**src/rtl/fifo_pkg.sv**
```systemverilog
// fifo_pkg: shared definitions for the asynchronous FIFO read-side blocks.
// Holds the read-stream FSM state encoding and its width.
package fifo_pkg;

  localparam int unsigned ST_W = 2;

  typedef enum logic [ST_W-1:0] {
    ST_IDLE   = 2'd0,
    ST_RUN    = 2'd1,
    ST_FINISH = 2'd2
  } rd_state_t;

endpackage

```
**src/rtl/fifo_rd_stream_if.sv**
```systemverilog
// fifo_rd_stream_if: valid/ready stream carrying FIFO words plus a burst-end
// marker. The master drives data/last/valid, the slave drives ready.
interface fifo_rd_stream_if #(
  parameter int unsigned DSIZE = 8
) ();

  logic [DSIZE-1:0] m_data;
  logic             m_last;
  logic             m_valid;
  logic             m_ready;

  modport master (
    output m_data,
    output m_last,
    output m_valid,
    input  m_ready
  );

  modport slave (
    input  m_data,
    input  m_last,
    input  m_valid,
    output m_ready
  );

endinterface

```
**src/rtl/fifo_rd_skid.sv**
```systemverilog
// fifo_rd_skid: 2-entry output buffer of {last, data} words. Entry 0 is the
// head shown on the stream; entry 1 holds the second word when the sink stalls.
// Occupancy is exported so the producer can stop pushing when full.
module fifo_rd_skid #(
  parameter int unsigned DSIZE = 8
) (
  input  logic             clk,
  input  logic             rst_n,
  input  logic             i_push,
  input  logic [DSIZE:0]   i_push_data,
  output logic [1:0]       o_occ,
  output logic [DSIZE-1:0] o_m_data,
  output logic             o_m_last,
  output logic             o_m_valid,
  input  logic             i_m_ready
);

  logic [DSIZE:0] r_buf0;
  logic [DSIZE:0] r_buf1;
  logic [1:0]     r_occ;
  logic           w_pop;

  assign w_pop = (r_occ != 2'd0) && i_m_ready;

  // Push/pop bookkeeping; entry 0 is always the oldest word.
  always_ff @(posedge clk or negedge rst_n) begin
    if (!rst_n) begin
      r_buf0 <= '0;
      r_buf1 <= '0;
      r_occ  <= '0;
    end else begin
      case ({i_push, w_pop})
        2'b10: begin
          if (r_occ == 2'd0) r_buf0 <= i_push_data;
          else               r_buf1 <= i_push_data;
          r_occ <= r_occ + 2'd1;
        end
        2'b01: begin
          r_buf0 <= r_buf1;
          r_occ  <= r_occ - 2'd1;
        end
        2'b11: begin
          // Head leaves while a new word arrives: the new word lands behind
          // whatever remains, so occupancy is unchanged and order is kept.
          if (r_occ == 2'd1) begin
            r_buf0 <= i_push_data;
          end else begin
            r_buf0 <= r_buf1;
            r_buf1 <= i_push_data;
          end
        end
        default: ;
      endcase
    end
  end

  assign o_occ     = r_occ;
  assign o_m_data  = r_buf0[DSIZE-1:0];
  assign o_m_last  = r_buf0[DSIZE];
  assign o_m_valid = (r_occ != 2'd0);

endmodule

```
**src/rtl/fifo_rd_stream.sv**
```systemverilog
// fifo_rd_stream: read-domain consumer of the async FIFO. Pops words via
// rinc/rempty/rdata, tags every BLEN-th word as a burst end and presents them
// on a valid/ready stream through a 2-entry buffer. Draining only stops on a
// burst boundary.
// Optional feature macro: FIFO_RD_COUNT_EN (delivered-word counter on rd_count;
// when undefined rd_count is tied to zero).
module fifo_rd_stream
  import fifo_pkg::*;
#(
  parameter int unsigned DSIZE = 8,
  parameter int unsigned BLEN  = 4,
  parameter int unsigned CSIZE = 16
) (
  input  logic                  rclk,
  input  logic                  rrst_n,
  input  logic [DSIZE-1:0]      rdata,
  input  logic                  rempty,
  output logic                  rinc,
  input  logic                  en,
  fifo_rd_stream_if.master      m,
  output logic                  busy,
  output logic [CSIZE-1:0]      rd_count
);

  localparam int unsigned PW = $clog2(BLEN);
  localparam logic [PW-1:0] PLAST = PW'(BLEN - 1);

  rd_state_t        r_state;
  logic [PW-1:0]    r_pcnt;
  logic [PW-1:0]    w_pcnt_nxt;
  logic             w_wrap;
  logic [1:0]       w_occ;
  logic [DSIZE-1:0] w_m_data;
  logic             w_m_last;
  logic             w_m_valid;

  // Pop request: only from registered state/occupancy and the FIFO flag,
  // never from the stream ready.
  assign rinc   = ((r_state == ST_RUN) || (r_state == ST_FINISH)) &&
                  !rempty && (w_occ < 2'd2);
  assign w_wrap = rinc && (r_pcnt == PLAST);

  // Burst position after this cycle's pop, wrapping explicitly at BLEN-1.
  always_comb begin
    w_pcnt_nxt = r_pcnt;
    if (rinc) begin
      if (w_wrap) w_pcnt_nxt = '0;
      else        w_pcnt_nxt = r_pcnt + 1'b1;
    end
  end

  // Burst position register.
  always_ff @(posedge rclk or negedge rrst_n) begin
    if (!rrst_n) r_pcnt <= '0;
    else         r_pcnt <= w_pcnt_nxt;
  end

  // Drain control FSM.
  always_ff @(posedge rclk or negedge rrst_n) begin
    if (!rrst_n) begin
      r_state <= ST_IDLE;
    end else begin
      case (r_state)
        ST_IDLE: begin
          if (en) r_state <= ST_RUN;
        end
        ST_RUN: begin
          // The burst position is judged after this cycle's pop (RUN keeps
          // popping while en is low), so a pop that starts a burst is
          // never left stranded in IDLE.
          if (!en) begin
            if (w_pcnt_nxt == '0) r_state <= ST_IDLE;
            else                  r_state <= ST_FINISH;
          end
        end
        ST_FINISH: begin
          if (w_wrap) r_state <= ST_IDLE;
        end
        default: r_state <= ST_IDLE;
      endcase
    end
  end

  fifo_rd_skid #(
    .DSIZE(DSIZE)
  ) u_skid (
    .clk        (rclk),
    .rst_n      (rrst_n),
    .i_push     (rinc),
    .i_push_data({(r_pcnt == PLAST), rdata}),
    .o_occ      (w_occ),
    .o_m_data   (w_m_data),
    .o_m_last   (w_m_last),
    .o_m_valid  (w_m_valid),
    .i_m_ready  (m.m_ready)
  );

  assign m.m_data  = w_m_data;
  assign m.m_last  = w_m_last;
  assign m.m_valid = w_m_valid;

  assign busy = (r_state != ST_IDLE) || (w_occ != 2'd0);

`ifdef FIFO_RD_COUNT_EN
  logic [CSIZE-1:0] r_rd_count;

  // Delivered-word counter, wraps modulo 2^CSIZE.
  always_ff @(posedge rclk or negedge rrst_n) begin
    if (!rrst_n)                     r_rd_count <= '0;
    else if (w_m_valid && m.m_ready) r_rd_count <= r_rd_count + 1'b1;
  end

  assign rd_count = r_rd_count;
`else
  assign rd_count = '0;
`endif

endmodule

```
**src/flat_wrapper.sv**
```systemverilog
// flat-port wrapper written by rule: the top's interface ports become plain ports
module fifo_rd_stream_flat import fifo_pkg::*;
#(
  parameter int unsigned DSIZE = 8,
  parameter int unsigned BLEN  = 4,
  parameter int unsigned CSIZE = 16
)
  (rclk, rrst_n, rdata, rempty, rinc, en, busy, rd_count, m_m_data, m_m_last, m_m_valid, m_m_ready);
  fifo_rd_stream_if #(.DSIZE(DSIZE)) m_i ();
  input  logic rclk;
  input  logic rrst_n;
  input  logic [DSIZE-1:0] rdata;
  input  logic rempty;
  output logic rinc;
  input  logic en;
  output logic busy;
  output logic [CSIZE-1:0] rd_count;
  output wire logic [$bits(m_i.m_data)-1:0] m_m_data;
  output wire logic [$bits(m_i.m_last)-1:0] m_m_last;
  output wire logic [$bits(m_i.m_valid)-1:0] m_m_valid;
  input wire logic [$bits(m_i.m_ready)-1:0] m_m_ready;
  assign m_m_data = m_i.m_data;
  assign m_m_last = m_i.m_last;
  assign m_m_valid = m_i.m_valid;
  assign m_i.m_ready = m_m_ready;
  fifo_rd_stream #(.DSIZE(DSIZE), .BLEN(BLEN), .CSIZE(CSIZE)) u_core (.rclk(rclk), .rrst_n(rrst_n), .rdata(rdata), .rempty(rempty), .rinc(rinc), .en(en), .m(m_i), .busy(busy), .rd_count(rd_count));
endmodule
```
**config.mk**
```make
export PLATFORM = sky130hd
export DESIGN_NAME = fifo_rd_stream_flat
export DESIGN_NICKNAME = d
export VERILOG_FILES = /design/src/rtl/fifo_pkg.sv /design/src/rtl/fifo_rd_stream_if.sv /design/src/rtl/fifo_rd_skid.sv /design/src/rtl/fifo_rd_stream.sv /design/src/flat_wrapper.sv
export SDC_FILE = /design/constraint.sdc
export NUM_CORES = 1
export LEC_CHECK = 0
export BUFFER_PORTS_ARGS = -buffer_cell sky130_fd_sc_hd__buf_2
export CAP_MARGIN = 20
export CELL_PAD_IN_SITES_DETAIL_PLACEMENT = 2
export CELL_PAD_IN_SITES_GLOBAL_PLACEMENT = 2
export CORE_MARGIN = 2
export CORE_UTILIZATION = 35
export CTS_BUF_LIST = sky130_fd_sc_hd__clkbuf_8
export DETAILED_ROUTE_END_ITERATION = 10
export GPL_ROUTABILITY_DRIVEN = 1
export GPL_TIMING_DRIVEN = 0
export PLACE_DENSITY_LB_ADDON = 0.1
export SYNTH_ARGS = -nofsm -noshare
export SYNTH_HDL_FRONTEND = slang
export SYNTH_SLANG_ARGS = --single-unit
```
**constraint.sdc**
```tcl
create_clock -name rclk -period 5.3 [get_ports rclk]
set_clock_uncertainty 0.1 [all_clocks]
set_input_delay 0.265 -clock rclk [delete_from_list [all_inputs] [get_ports rclk]]
set_output_delay 0.265 -clock rclk [all_outputs]
set_load 0.005 [all_outputs]
```
==> flow_summary.yaml <==
routing:
  drt_wl_total_um: 3860
  num_vias: 1142
  drc: 0
  viasPerCell: 4.88
  wl_per_cell_um: 16.5
  first_pass_iters: 4
  drt-initial-drc-count: 22
  ant_nets: 0
yosys:
  synth_edf_count: 0
  syn_inst: 141
  synthDistinctLibCells: 29
  async_reset_ff_share_pct: 100
  synth_top_area_share_pct: 41.5
  netlist_area_um2: 1450
  post-synth-top-count-cell: "dfrtp_1"
  avgSynthCellArea_um2: 10.3
  synthAdderAreaFrac_pct: 7.77
  synth_ff_type: "dfrtp_1"
  synth-compound-area-share_pct: 13.4
  synth-seq-cells: 24
  netlist_top_cells_count: "24 x dfrtp_1, 19 x o21ai_0, 16 x buf_4"
  synthTopCellsByArea: "dfrtp_1 41%, mux2_4 9.3%, buf_4 8.3%"
  muxShareOfSynthArea_pct: 10.1
  ys_warn_count: 0
  synth-xor-area-share_pct: 1.21
  ys_seq_area_share_pct: 41.5
  synth_largest_area_cell: "dfrtp_1"
  synth_top_family_by_area: "buffers and inverters"
  synth-simple-area-share_pct: 11.6
sta:
  finalCritPeriodShare_pct: 54.0
  setup_tns_ns: 0
  max_clock_freq_ghz: 0.349
  fin_ws_ns: 2.44
  relSlewSlack_pct: 58.4
  drv_slew: 0
  rsz0062_at_grt: "no"
  final-setup-viol-count: 0
  hold_viol_final: 0
  finalCriticalPeriod_ns: 2.86
  worst_pin_slew_ns: 0.622
cts:
  clkSlewWorstSetupHoldPaths_ns: 0.09
  clock_path_buffers: 2
  cts_setup_buffers: 0
  insertion_delay_ns: 0.27
  htree_levels: 1
  cts.sinks: 24
  cts_tree: "built"
  cts_made_buffers: 3
  ctsRootBufferMaster: "clkbuf_8"
power:
  leakagePower_nw: 0.870
  irDropWorstVdd_v: 0.000190
  p_per_area_nw_per_um2: 560
global_routing:
  grt_pass1_wl_um: 6240
  grt_antenna_before_repair: 0
  grt_max_degree: 25
  gr-total-overflow: 0
  grt_util_all_layers_pct: 18.3
  grt_pass1_vias: 1293
layout:
  fin_cells: 234
  n_fill_cell: 435
  fin_nets: 208
  antennaDiodeCount: 0
  drive_above_1_share_pct: 33.2
  syn_to_final_growth_pct: 20.0
placed_design:
  port-buffer-count: 24
  routabilityCongestion: 0.723
  dp.cells: 230
  pre_cts_ws_ns: 2.39
  dp_hpwl_um: 2840
critical_path:
  end_kind: "flop"
  cp.arrival_ns: 2.92
  max_stage_delay_ns: 0.49
  path_class: "flop to flop"
  r2r-start: "u_core.u_skid.o_occ[0]"
  cp_cell_sequence: "inv_1 > ha_1 > nor2b_1 > clkbuf_1 > ha_1 > and2_4 > buf_6 > a211o_1 > buf_6 > mux2_4"
  critPathMaxFanout: 11
  cp.required_ns: 5.36
  cp-start-kind: "flop"
  cp_slowest_cell: "clkbuf_1"
  rr_worst_depth: 10
  crit_end: "u_core.u_skid.r_buf1[3]"
  r2r_slack_ns: 2.44
  r2r-end: "u_core.u_skid.r_buf1[3]"
  startpoint: "u_core.u_skid.o_occ[0]"
hold_path:
  hold_path.class: "input pin to flop"
die:
  initial_utilization_pct: 36.2
  dieArea_um2: 4670
  pin_count: 41
  core_region_area_um2: 4000
  core.rowCount: 23
  chipWidth_um: 68.3
  die_y_um: 68.3
status:
  status: "complete, no violations"
job:
  max_cap_violations: 0
how the worst min path moves through the flow:
stage,from,end,slack [ns],cells past startpoint
global placement,rrst_n,u_core.u_skid.r_buf1[1],0.19,1
detailed placement,rrst_n,u_core.u_skid.r_buf1[1],0.20,1
global route,rdata[6],u_core.u_skid.r_buf1[6],0.14,2
floorplan,rrst_n,u_core.r_pcnt[0],-0.13,0
finish,rdata[1],u_core.u_skid.r_buf1[1],0.14,2
CTS,rdata[1],u_core.u_skid.r_buf1[1],0.13,2
cells by family (layout without fill, tap and decap cells):
logic type / after synthesis / count (layout)
compound gates: 32 / 32
xor+xnor: 2 / 2
fa+ha+maj: 9 / 9
buf+inv: 31 / 59
flops: 24 / 24
mux: 10 / 10
other cells: 1 / 16
simple gates: 32 / 32
power breakdown:
part           switching (mW)  total [mW]  leakage, nW  internal [mW]
registers              0.0558       0.335        0.283          0.279
clock network          0.0607       0.112       0.0216         0.0509
logic                   0.266       0.527        0.566          0.261
final cells by class:
type                    count  area (um2)  area share [%]
multi-input cells         101         698            40.1
plain buffers              23         171            9.86
clock buffers               3        41.3            2.37
repair buffers             25         130            7.48
flip-flops and latches     24         601            34.5
inverters                   8        35.0            2.01
well taps                  50        62.6            3.60
sequential cells by signal (all words and copies together) (netlist names):
name	flops
u_core.u_skid.o_occ	2
u_core.r_pcnt	2
u_core.u_skid.r_buf0	9
u_core.r_state	2
u_core.u_skid.r_buf1	9
cells in the final DEF (no fill, tap or decap):
master | Yosys | final
mux2_4 | 9 | 9
and2_4 | 1 | 1
a211o_1 | 1 | 1
nand2b_1 | 1 | 1
inv_1 | 7 | 7
a31oi_1 | 9 | 9
nand2_1 | 8 | 8
a21oi_1 | 1 | 1
buf_6 | 3 | 3
dlygate4sd3_1 | 0 | 1
nor3_1 | 10 | 10
inv_6 | 1 | 1
o32ai_1 | 1 | 1
nand3_1 | 1 | 1
xnor2_1 | 2 | 2
mux2_1 | 1 | 1
ha_1 | 9 | 9
nor2_1 | 4 | 4
conb_1 | 1 | 16
and4bb_1 | 1 | 1
dfrtp_1 | 24 | 24
o221a_4 | 1 | 1
o21ai_0 | 19 | 19
buf_4 | 16 | 16
or2_1 | 1 | 1
or3b_1 | 1 | 1
nor2b_1 | 3 | 3
buf_2 | 2 | 26
or2_2 | 1 | 1
clkbuf_8 | 0 | 3
clkbuf_1 | 2 | 2
worst max-delay path, delay by kind of cell (launching register included):
family                   cells  cell delay [ns]
adder cells (fa/ha/maj)      2             0.59
multiplexers                 1             0.32
flip-flops                   1             0.40
AO/OA/AOI/OAI                1             0.12
buffers and inverters        4             0.86
AND/OR/NAND/NOR              2             0.36
metrics by stage:
step                      util, %  total power, mW  instance area (um2)  hold WS [ns]
after floorplan                 -            0.703                 1510        -0.131
after global placement       42.2            0.831                 1690         0.187
after detailed placement     42.2            0.868                 1690         0.200
after CTS                    43.5            0.988                 1740         0.134
after global routing         43.5             1.07                 1740         0.142
final                        43.5            0.974                 1740         0.137
metal layers:
layer  part of all wire, %  GRT usage [%]
met4                   1.1           6.00
met3                   3.5           2.14
met1                    40           21.0
met2                    55           35.0
met5                     0              0
what timing repair did:
item | in CTS | in global routing
hold buffers | 1 | 0
endpoints found under the hold margin | 24 | 0
gates resized for setup | 0 | 0
Power figures use the tool's default switching activity.
